<file path="config.mk">
export PLATFORM = sky130hd
export DESIGN_NAME = bg_scroll_controller
export DESIGN_NICKNAME = d
export VERILOG_FILES = /design/src/rtl/bg_scroll_controller.sv
export SDC_FILE = /design/constraint.sdc
export NUM_CORES = 1
export LEC_CHECK = 0
export ABC_AREA = 1
export BUFFER_PORTS_ARGS = -buffer_cell sky130_fd_sc_hd__buf_2
export CAP_MARGIN = 15
export CORE_ASPECT_RATIO = 1.1
export CORE_MARGIN = 4
export CORE_UTILIZATION = 30
export CTS_CLUSTER_SIZE = 12
export DETAILED_ROUTE_END_ITERATION = 10
export GPL_TIMING_DRIVEN = 0
export SYNTH_ARGS = -nofsm -noshare
export SYNTH_HDL_FRONTEND = slang
export SYNTH_SLANG_ARGS = --single-unit
</file>
<file path="constraint.sdc">
create_clock -name frame_clk -period 2.7 [get_ports frame_clk]
set_input_delay 0.54 -clock frame_clk [delete_from_list [all_inputs] [get_ports frame_clk]]
set_output_delay 0.54 -clock frame_clk [all_outputs]
set_load 0.01 [all_outputs]
</file>
<file path="src/rtl/bg_scroll_controller.sv">
// bg_scroll_controller
// Per-frame background scroll controller. It turns a WASD key code into
// pre-wrapped scroll offsets for the background renderer. The scroll speed
// ramps up while a key is held and ramps down when the key is released.
// A collision freezes the scroll for a fixed number of frames.

module bg_scroll_controller #(
    parameter int MAX_SPEED     = 4,
    parameter int ACCEL_FRAMES  = 8,
    parameter int FREEZE_FRAMES = 60,
    parameter int X_WRAP        = 640,
    parameter int Y_WRAP        = 480
) (
    input  logic       frame_clk,
    input  logic       Reset,
    input  logic [7:0] keycode,
    input  logic       collided,
    output logic [9:0] x_offset,
    output logic [9:0] y_offset,
    output logic [1:0] heading,
    output logic [2:0] speed,
    output logic       frozen
);

    localparam int ACC_W = (ACCEL_FRAMES > 1) ? $clog2(ACCEL_FRAMES) : 1;
    localparam int FRZ_W = (FREEZE_FRAMES > 1) ? $clog2(FREEZE_FRAMES) : 1;

    localparam logic [ACC_W-1:0] ACC_LAST = ACC_W'(ACCEL_FRAMES - 1);
    localparam logic [FRZ_W-1:0] FRZ_LOAD = FRZ_W'(FREEZE_FRAMES - 1);
    localparam logic [2:0]       MAX_SPD  = 3'(MAX_SPEED);
    localparam logic [10:0]      X_W      = 11'(X_WRAP);
    localparam logic [10:0]      Y_W      = 11'(Y_WRAP);

    typedef enum logic [1:0] {
        IDLE = 2'd0,
        MOVE = 2'd1,
        HIT  = 2'd2
    } state_t;

    state_t           state, state_n;
    logic [ACC_W-1:0] acc, acc_n;
    logic [FRZ_W-1:0] frz, frz_n;
    logic [9:0]       x_n, y_n;
    logic [1:0]       heading_n;
    logic [2:0]       speed_n;
    logic             frozen_n;

    logic             key_valid;
    logic [1:0]       key_dir;

    // Offset plus speed, folded back into 0..wrap-1.
    function automatic logic [9:0] wrap_inc(input logic [9:0] off,
                                            input logic [2:0] spd,
                                            input logic [10:0] wrap);
        logic [10:0] n;
        n = {1'b0, off} + {8'd0, spd};
        if (n >= wrap) n = n - wrap;
        return n[9:0];
    endfunction

    // Offset minus speed, borrowing one full wrap when it would go negative.
    function automatic logic [9:0] wrap_dec(input logic [9:0] off,
                                            input logic [2:0] spd,
                                            input logic [10:0] wrap);
        logic [10:0] n;
        if ({1'b0, off} >= {8'd0, spd}) n = {1'b0, off} - {8'd0, spd};
        else                            n = {1'b0, off} + wrap - {8'd0, spd};
        return n[9:0];
    endfunction

    // Decode the four movement keys into a direction; anything else is "no key".
    always_comb begin
        key_valid = 1'b1;
        key_dir   = 2'b00;
        case (keycode)
            8'h1A:   key_dir = 2'b00;
            8'h16:   key_dir = 2'b01;
            8'h07:   key_dir = 2'b10;
            8'h04:   key_dir = 2'b11;
            default: key_valid = 1'b0;
        endcase
    end

    // Next-state and next-output logic for the scroll state machine.
    always_comb begin
        state_n   = state;
        acc_n     = acc;
        frz_n     = frz;
        x_n       = x_offset;
        y_n       = y_offset;
        heading_n = heading;
        speed_n   = speed;
        frozen_n  = frozen;

        case (state)
            IDLE: begin
                if (collided) begin
                    state_n  = HIT;
                    speed_n  = 3'd0;
                    acc_n    = '0;
                    frz_n    = FRZ_LOAD;
                    frozen_n = 1'b1;
                end else if (key_valid) begin
                    state_n   = MOVE;
                    heading_n = key_dir;
                    speed_n   = 3'd1;
                    acc_n     = '0;
                end
            end

            MOVE: begin
                if (collided) begin
                    state_n  = HIT;
                    speed_n  = 3'd0;
                    acc_n    = '0;
                    frz_n    = FRZ_LOAD;
                    frozen_n = 1'b1;
                end else begin
                    if (key_valid) heading_n = key_dir;

                    case (heading)
                        2'b00:   y_n = wrap_dec(y_offset, speed, Y_W);
                        2'b01:   y_n = wrap_inc(y_offset, speed, Y_W);
                        2'b10:   x_n = wrap_inc(x_offset, speed, X_W);
                        default: x_n = wrap_dec(x_offset, speed, X_W);
                    endcase

                    if (acc == ACC_LAST) begin
                        acc_n = '0;
                        if (key_valid) begin
                            speed_n = (speed >= MAX_SPD) ? MAX_SPD : speed + 3'd1;
                        end else begin
                            speed_n = speed - 3'd1;
                            if (speed == 3'd1) state_n = IDLE;
                        end
                    end else begin
                        acc_n = acc + ACC_W'(1);
                    end
                end
            end

            HIT: begin
                if (frz == '0) begin
                    state_n  = IDLE;
                    frozen_n = 1'b0;
                end else begin
                    frz_n = frz - FRZ_W'(1);
                end
            end

            default: begin
                state_n  = IDLE;
                speed_n  = 3'd0;
                acc_n    = '0;
                frz_n    = '0;
                frozen_n = 1'b0;
            end
        endcase
    end

    // State and output registers, cleared at once by Reset.
    always_ff @(posedge frame_clk or posedge Reset) begin
        if (Reset) begin
            state    <= IDLE;
            acc      <= '0;
            frz      <= '0;
            x_offset <= 10'd0;
            y_offset <= 10'd0;
            heading  <= 2'b00;
            speed    <= 3'd0;
            frozen   <= 1'b0;
        end else begin
            state    <= state_n;
            acc      <= acc_n;
            frz      <= frz_n;
            x_offset <= x_n;
            y_offset <= y_n;
            heading  <= heading_n;
            speed    <= speed_n;
            frozen   <= frozen_n;
        end
    end

endmodule
</file>
==> results.md, run 1 <==
* # fillers at 1509
* Count of cell types in the netlist at 45
* Die X at 122 µm
* Initial antenna violation count at 0
* Syn Nets at 683
* Tcrit/Tclk final at 0.937
* Worst EP required at 2.86 ns
* Largest cells by area after synthesis: dfrtp_1, ha_1, nand2_1
* Nets at 735
* EDFF count, synth at 0
* RePlAce Congestion at 0.856
* Final hold vios at 0
* Crit Path Class: reg -> reg
* Die Y at 133 µm
* Antenna cells at 0
* Mapped Cells at 614
* Die ar. at 16300 µm²
* Final Setup Violations at 0
* Root Driver: clkbuf_16
* Post-CTS Hold Buffers at 0
* CTS Sinks at 37
* Status: completed
* Max-cap viol count at 0
* Ys async rst share at 1.00
* Most used DFF post-synth: dfrtp_1
* Worst hold path class: in -> async
* Hold_ws at 0.161 ns
* Dominant cell by count in the synthesized netlist: nand2_1
* Area of the multi-input gates at 2980 µm²
* Mean area per synthesized cell at 6.98 µm²
* Layout cell share with drive strength beyond 1 at 0.175
* GRT Util Overall at 0.141
* Slew Viols, Final at 0
* CTS clock-pin slew for the worst setup and hold paths at 0.06 ns
* Num CTS Buffers at 5
* CTS tree: yes
* Leak Pwr at 0.00247 µW
* Setup TNS at 0 ns
* Seq cells post-synth at 37
* Vias at 4100
* Top cell types by occurrence after synthesis: nand2_1, inv_1, ha_1, nand3_1, o21ai_0
* Post-synth top area share at 0.216
* Pin count of the biggest net entering global routing at 32
* Ys Warns at 0
* I/O pin count at 37
* Worst path arrival time at 2.69 ns
* Tmin final at 2.53 ns
* Register area at 930 µm²
* Sequential share of the synthesized area at 0.216
* Clock latency at the later pin of the worst-skew pair at 0.28 ns
* P&R area growth vs syn at 16.7%
* Longest Clk Path Bufs at 2
* Crit. End Element: flip-flop
* Maximum VDD drop at 0.000421 V
* # DRC at 0
* 1st-iter DRT viols at 208
* Synth Cell Area at 4280 µm²
* Routed wire length at 11.1 mm
* First-pass GRT wire length at 19.0 mm
* Power Density at 639 nW/µm²
* DP Wirelength at 8.68 mm
* Fmax at 395 MHz
* Core area at 13900 µm²
* Detail Route Antenna Nets at 0
* Post-DR wirelength/cell at 13.0 µm
* H-tree depth at 2
* CP max FO at 5
* Top cell type by total area after synthesis: dfrtp_1
* Post-DR vias/cell at 4.80
* Vias in the first global route at 3923
* Worst Tran Pin Value at 0.627 ns
* Port Buffers at 36
* Gr ovfl total at 0
* Worst slew margin relative to its limit at 0.580
* Rows at 45
* Crit path launch type: flip-flop
* DRT Pass-1 Iters at 5
* Starting Density at 0.308
* Fin Clk Skew at 0.00698 ns
==> layout make-up <==
type | count | area share
multi-input combinational | 469 | 0.596
sequential | 37 | 0.186
inverter | 103 | 0.0778
timing repair buffer | 45 | 0.0521
tap | 188 | 0.0471
clock buffer | 7 | 0.0285
clock inverter | 1 | 0.00601
buffer | 5 | 0.00601
==> path summary, 6_finish.rpt <==
kind                            slack, ns  cells after the start                    start                      end
worst min register to register       0.48                      2       frozen$_DFFE_PP0P_       frozen$_DFFE_PP0P_
worst max register to register       0.17                     10  y_offset[1]$_DFFE_PP0P_  y_offset[7]$_DFFE_PP0P_
worst max-delay path                 0.17                     10  y_offset[1]$_DFFE_PP0P_  y_offset[7]$_DFFE_PP0P_
max in group asynchronous            2.10                      3                    Reset     speed[0]$_DFFE_PP0P_
min in group frame_clk               0.48                      2       frozen$_DFFE_PP0P_       frozen$_DFFE_PP0P_
worst min-delay path                 0.16                      2                    Reset       frz[4]$_DFFE_PP0P_
==> power by group <==
part           internal, µW  switching [µW]  total, µW
combinational           654            1040       1700
clock                   462             229        691
sequential              673             133        806
total                  1790            1410       3190
==> per-layer routing <==
layer,global-route usage,up-vias,routed length (µm)
li1,-,2137,-
met5,0,-,0
met1,0.202,1871,5470
met3,0.0187,4,430
met4,0.0181,0,54
met2,0.231,88,5160
==> cells in the final DEF (no fill, tap or decap), types with 4 or more instances in the layout <==
| cell type | synthesis | final |
|---|---|---|
| nand2_1 | 137 | 134 |
| inv_1 | 93 | 89 |
| nand3_1 | 49 | 48 |
| ha_1 | 50 | 45 |
| o21ai_0 | 43 | 41 |
| buf_2 | 2 | 39 |
| nor2_1 | 38 | 38 |
| dfrtp_1 | 37 | 34 |
| a21oi_1 | 31 | 31 |
| nand4_1 | 21 | 21 |
| inv_2 | 8 | 11 |
| xor2_1 | 11 | 11 |
| o211ai_1 | 10 | 10 |
| nand2_2 | 6 | 9 |
| buf_4 | 0 | 8 |
| xnor2_1 | 7 | 7 |
| nand3_2 | 6 | 7 |
| nor2_2 | 6 | 6 |
| fa_1 | 8 | 6 |
| o21ai_1 | 3 | 5 |
| nor3_1 | 5 | 5 |
| clkbuf_16 | 0 | 5 |
| or2_2 | 4 | 4 |
| a31oi_1 | 4 | 4 |
| nand2_4 | 4 | 4 |
| ha_2 | 0 | 4 |
==> kinds of logic after synthesis <==
group / synth area share
AOI/OAI and AO/OA: 0.145
and+or+nand+nor: 0.322
adders and majority gates: 0.183
xor gates and xnor gates: 0.0368
DFF: 0.216
buffers and inverters: 0.0973
==> critical path: stages (launching register included) <==
cell      delay, ns
dfrtp_1        0.46
ha_2           0.41
ha_1           0.18
inv_1          0.05
fa_1           0.40
o21ai_1        0.14
a21oi_1        0.11
o211ai_1       0.23
o21ai_0        0.12
a21oi_1        0.23
a21oi_2        0.08
==> what timing repair did <==
action                                  in CTS  in global routing
gates resized for setup                      5                 16
cloned                                       0                  0
endpoints found under the setup margin      12                  9
setup buffers                                2                  6
pin swaps                                    0                  4
==> stage by stage <==
stage | worst slack (ns) | total power (µW) | cells | cell area, µm² | util
global placement | -0.374 | 2440 | 838 | 4700 | 0.338
global route | -0.000509 | 3510 | 855 | 5000 | 0.359
finish | 0.170 | 3190 | 855 | 5000 | 0.359
floorplan | 0.145 | 2050 | 614 | 4280 | -
detailed placement | -0.373 | 2450 | 839 | 4720 | 0.339
CTS | 0.00148 | 3170 | 849 | 4910 | 0.353
==> registers in the layout, summed over array words and instances, names as in the netlist <==
signal / flops
frozen: 1
x_offset: 10
state: 2
y_offset: 10
frz: 6
speed: 3
heading: 2
acc: 3
No activity file was read; power rests on OpenSTA's default activity.
==> run 2: changes to the inputs <==
Settings changed: CORE_MARGIN 4 to not set.
==> run 2 against run 1 <==
Wire length fell by 0.32%; fmax rose by 0.28%; final area fell by 0.10%; sequential cell count did not move; die area fell by 9.2%; hold slack improved by 0.28 ns; register-to-register slack barely moved; clock skew barely moved; non-clock buffer count rose by 1; largest power group unchanged; highest routed layer unchanged.
==> results.md, run 2 (same netlist as run 1, synthesis figures left out) <==
* Nets at 736
* Cells along the critical path: ha_4 > fa_2 > nand3_2 > nand2_2 > nand3_2 > nand2_2 > inv_2 > ha_2 > nand3_2 > nor2_4 > nor2_8 > nand3_4 > nand2_1 > nand2_1 > nand2_1 > a21oi_2
* DP Wirelength at 8.61 mm
* Longest Clk Path Bufs at 2
* Status: completed
* Layout Cells excl Fill at 856
* Final Setup Violations at 0
* First-pass GRT wire length at 18.9 mm
* Slew Viols, Final at 0
* CP max FO at 8
* Power Density at 630 nW/µm²
* Antenna cells at 0
* Worst slew margin relative to its limit at 0.419
* Worst path arrival time at 2.73 ns
* Power share of the clock group at 0.186
* Max-cap viol count at 0
* I/O pin count at 37
* Post-DR wirelength/cell at 12.9 µm
* Die X at 116 µm
* # fillers at 1543
* NetSw at 1450 µW
* Crit path launch type: flip-flop
* Vias in the first global route at 3878
* Die Y at 127 µm
* Fin Clk Skew at 0.00710 ns
* Fmax at 396 MHz
* Unrepaired setup endpoints after global routing: true
* DRT Pass-1 Iters at 4
* Gate power share at 0.552
* Worst EP required at 2.91 ns
* Finished Cell Area at 4990 µm²
* Maximum VDD drop at 0.000351 V
* Overall Power at 3140 µW
* Placed instance count at 838
* RePlAce Congestion at 0.816
* Starting Density at 0.309
* Pin count of the biggest net entering global routing at 38
* Die ar. at 14800 µm²
* Worst hold path class: in -> async
* Crit. End Element: flip-flop
* # DRC at 0
* Reg power frac at 0.262
* Placed standard-cell area at 4700 µm²
* Layout cell share with drive strength beyond 1 at 0.180
* CTS clock-pin slew for the worst setup and hold paths at 0.06 ns
* GRT Util Overall at 0.158
* Slowest CP cell: dfrtp_2
* Tmin final at 2.52 ns
* Worst Tran Pin Value at 0.870 ns
* 1st-iter DRT viols at 274
* CTS Sinks at 37
* Sw Ratio at 0.462
* Gr ovfl total at 0
* Max stage delay on crit path at 0.47 ns
* Post-CTS Hold Buffers at 0
* Core area at 13900 µm²
* Vias at 4159
* Clock latency at the later pin of the worst-skew pair at 0.28 ns
* Post-DR vias/cell at 4.86
* Initial antenna violation count at 0
* Detail Route Antenna Nets at 0
* Tcrit/Tclk final at 0.934
* CP top delay family: simple AND/OR/NAND/NOR gates
* Commonest cells after routing, fill and taps aside: nand2_1, inv_1, nand3_1
* Crit path buf inv count at 1
* Final hold vios at 0
* Commonest non-fill, non-tap cell in the layout: nand2_1
* H-tree depth at 2
* Port Buffers at 36
* Num CTS Buffers at 5
* Int Pwr at 1690 µW
* Rows at 45
* CTS tree: yes
* Leak Pwr at 0.00246 µW
* Routed wire length at 11.1 mm
* Root Driver: clkbuf_16
* Crit Path Class: reg -> reg
* Regs by FF count: x_offset (10), y_offset (10), frz (6)
* P&R area growth vs syn at 16.6%
==> run 2: cell types whose count changed in the layout (fill, tap and decap cells not counted), sizes merged <==
| cell | change |
|---|---|
| bufinv | -1 |
| clkinvlp | +2 |
| clkbuf | -1 |
| clkinv | +1 |
==> run 2: what timing repair did <==
| item | 4_1_cts | 5_1_grt |
|---|---|---|
| pin swaps | 0 | 3 |
| endpoints found under the setup margin | 12 | 8 |
| resized for setup | 4 | 17 |
| buffers inserted | 2 | 8 |
==> run 2: power groups by stage <==
stage          combinational [µW]  sequential, µW  clock [µW]
6_report                     1740             823         584
5_1_grt                      2000             842         627
4_1_cts                      1650             818         608
3_5_place_dp                 1630             829           0
3_3_place_gp                 1620             828           0
2_1_floorplan                1220             822           0
==> run 2: metal layers <==
metal  track usage  wire length [µm]  vias to the layer above
li1              -                 -                     2140
met1         0.218              5430                     1930
met2         0.262              5190                       75
met3        0.0218               312                       14
met4        0.0324               146                        0
met5             0                 0                        -
==> run 2: final cells by class <==
type / instances / area [µm²] / share of cell area
inverters: 103 / 393 / 0.0787
plain buffers: 5 / 30.0 / 0.00601
well taps: 188 / 235 / 0.0471
repair buffers: 46 / 255 / 0.0511
multi-input cells: 469 / 3000 / 0.602
flip-flops and latches: 37 / 930 / 0.186
clock buffers: 5 / 125 / 0.0251
clock inverters: 3 / 21.3 / 0.00426
==> run 2: through the flow <==
step | hold WS [ns] | utilization | setup WS [ns] | setup TNS [ns]
final | 0.444 | 0.361 | 0.177 | 0
after detailed placement | 0.461 | 0.339 | -0.365 | -2.94
after global routing | 0.505 | 0.361 | -0.00335 | -0.00335
after floorplan | 0.464 | - | 0.145 | 0
after CTS | 0.478 | 0.351 | 0.00196 | 0
after global placement | 0.468 | 0.339 | -0.334 | -2.80
==> run 2: final timing paths <==
| kind | startpoint | to | slack (ns) | cells past startpoint |
|---|---|---|---|---|
| max in group asynchronous | Reset | speed[0]$_DFFE_PP0P_ | 1.65 | 2 |
| setup reg to reg | speed[0]$_DFFE_PP0P_ | y_offset[8]$_DFFE_PP0P_ | 0.18 | 16 |
| hold reg to reg | frozen$_DFFE_PP0P_ | frozen$_DFFE_PP0P_ | 0.48 | 2 |
| min in group frame_clk | frozen$_DFFE_PP0P_ | frozen$_DFFE_PP0P_ | 0.48 | 2 |
| setup / recovery | speed[0]$_DFFE_PP0P_ | y_offset[8]$_DFFE_PP0P_ | 0.18 | 16 |
| hold / removal | Reset | y_offset[7]$_DFFE_PP0P_ | 0.44 | 2 |
==> run 3: changes to the inputs <==
Settings changed: CELL_PAD_IN_SITES_DETAIL_PLACEMENT set to 0, CELL_PAD_IN_SITES_GLOBAL_PLACEMENT set to 1, PLACE_DENSITY_LB_ADDON set to 0.1.
==> run 3 against run 2 <==
Total power increased by 0.25%; sequential cell count unchanged; clock skew about the same; wire length increased by 15%; fmax decreased by 1.3%; die area unchanged; first-iteration DRC count decreased by 38%; sequential power about the same; global-route usage increased by 2.4 points; highest routed layer unchanged.
==> results.md, run 3 (same netlist as run 1, synthesis figures left out) <==
* Core area at 13900 µm²
* Final hold vios at 0
* Met3 WL at 267 µm
* Unrepaired setup endpoints after global routing: true
* Register area at 932 µm²
* Regs by FF count: x_offset (10), y_offset (10), frz (6)
* Worst path arrival time at 2.72 ns
* P&R area growth vs syn at 16.4%
* Area of the multi-input gates at 3010 µm²
* CP max FO at 7
* Post-DR vias/cell at 4.83
* Leak Pwr at 0.00244 µW
* Routed wire length at 12.7 mm
* Vias at 4111
* Die X at 116 µm
* Starting Density at 0.309
* Overall Power at 3150 µW
* Crit Path Class: reg -> reg
* Maximum VDD drop at 0.000350 V
* Layout cell share with drive strength beyond 1 at 0.183
* Status: completed
* H-tree depth at 2
* Top routing layer used: met4
* # fillers at 1544
* Final Setup Violations at 0
* Worst EP required at 2.86 ns
* Pre-CTS setup slack at -0.503 ns
* Tcrit/Tclk final at 0.947
* Detail Route Antenna Nets at 0
* Slew Viols, Final at 0
* Met2 WL post-DR at 6.33 mm
* Crit. End Element: flip-flop
* Antenna cells at 0
* # DRC at 0
* Initial antenna violation count at 0
* CTS clock-pin slew for the worst setup and hold paths at 0.06 ns
* CTS Sinks at 37
* Die Y at 127 µm
* Commonest non-fill, non-tap cell in the layout: nand2_1
* GRT Util Overall at 0.182
* Commonest cells after routing, fill and taps aside: nand2_1, inv_1, nand3_1
* CTS tree: yes
* Nets at 733
* Power Density at 632 nW/µm²
* Post-DR wirelength/cell at 14.9 µm
* DRT Pass-1 Iters at 4
* Max-cap viol count at 0
* Setup WS post-layout at 0.144 ns
* Tmin final at 2.56 ns
* Rows at 45
* Post-CTS Hold Buffers at 0
* Crit path launch type: flip-flop
* Fmax at 391 MHz
* First-pass GRT wire length at 21.0 mm
* Worst hold path class: in -> async
* Num CTS Buffers at 5
* Gr ovfl total at 0
* Worst Tran Pin Value at 0.636 ns
* M1 wire length at 5.87 mm
* Vias in the first global route at 4144
* DP Wirelength at 10.2 mm
* Root Driver: clkbuf_16
* Port Buffers at 36
* Fin Clk Skew at 0.00660 ns
* Die ar. at 14800 µm²
* 1st-iter DRT viols at 171
* Longest Clk Path Bufs at 2
* RePlAce Congestion at 0.826
* Pin count of the biggest net entering global routing at 38
* Clock latency at the later pin of the worst-skew pair at 0.28 ns
* Worst slew margin relative to its limit at 0.574
* I/O pin count at 37
## run 3: cell types whose count changed in the layout (fill, tap and decap cells not counted), sizes merged
| cell | delta |
|---|---|
| clkinvlp | -2 |
| clkbuf | -1 |
| buf | -2 |
## run 3: path summary, 6_finish.rpt
| check | start | end | slack [ns] | cells after the start |
|---|---|---|---|---|
| worst max-delay path | speed[0]$_DFFE_PP0P_ | y_offset[7]$_DFFE_PP0P_ | 0.14 | 11 |
| worst min-delay path | Reset | y_offset[4]$_DFFE_PP0P_ | 0.30 | 3 |
| worst max register to register | speed[0]$_DFFE_PP0P_ | y_offset[7]$_DFFE_PP0P_ | 0.14 | 11 |
| worst min register to register | frozen$_DFFE_PP0P_ | frozen$_DFFE_PP0P_ | 0.47 | 2 |
| max in group asynchronous | Reset | speed[1]$_DFFE_PP0P_ | 2.19 | 3 |
| min in group frame_clk | frozen$_DFFE_PP0P_ | frozen$_DFFE_PP0P_ | 0.47 | 2 |
## run 3: cell type report
type	instances	area share
inverter	103	0.0785
clock inverter	1	0.00100
timing repair buffer	44	0.0522
multi-input combinational	469	0.604
tap	188	0.0472
clock buffer	5	0.0251
buffer	4	0.00502
sequential	37	0.187
## run 3: routing by layer
metal / GRT usage / vias up
met4: 0.0498 / 0
met3: 0.0171 / 12
met5: 0 / -
met2: 0.331 / 58
met1: 0.226 / 1916
li1: - / 2125
## run 3: critical path: stages, from the launching register on
cell and delay [ns]:
dfrtp_2 0.48, ha_1 0.27, inv_1 0.08, ha_1 0.16, inv_1 0.05, fa_1 0.40
o21ai_1 0.17, a21oi_1 0.14, o211ai_1 0.24, o21ai_0 0.14, a21oi_1 0.22, a21oi_2 0.08
## run 3: timing repair
item                                    CTS  global route
gates resized for setup                   9            20
setup buffers                             2             5
endpoints found under the setup margin   14             8
pin swaps                                 0             4
hold endpoints to repair                  0             0
## run 3: through the flow
stage | utilization | cells | instance area (µm²) | hold slack [ns] | setup TNS [ns]
after floorplan | - | 614 | 4280 | 0.464 | 0
after global placement | 0.339 | 838 | 4700 | 0.459 | -4.23
after detailed placement | 0.341 | 839 | 4730 | 0.465 | -4.32
after CTS | 0.353 | 847 | 4890 | 0.308 | 0
after global routing | 0.360 | 851 | 4990 | 0.314 | -0.0185
final | 0.360 | 851 | 4990 | 0.297 | 0
## run 3: power by group
group	total, µW	leakage, µW	internal [µW]	switching (µW)
logic	1760	0.00194	675	1090
registers	825	0.000440	674	151
clock network	565	0.0000655	331	234
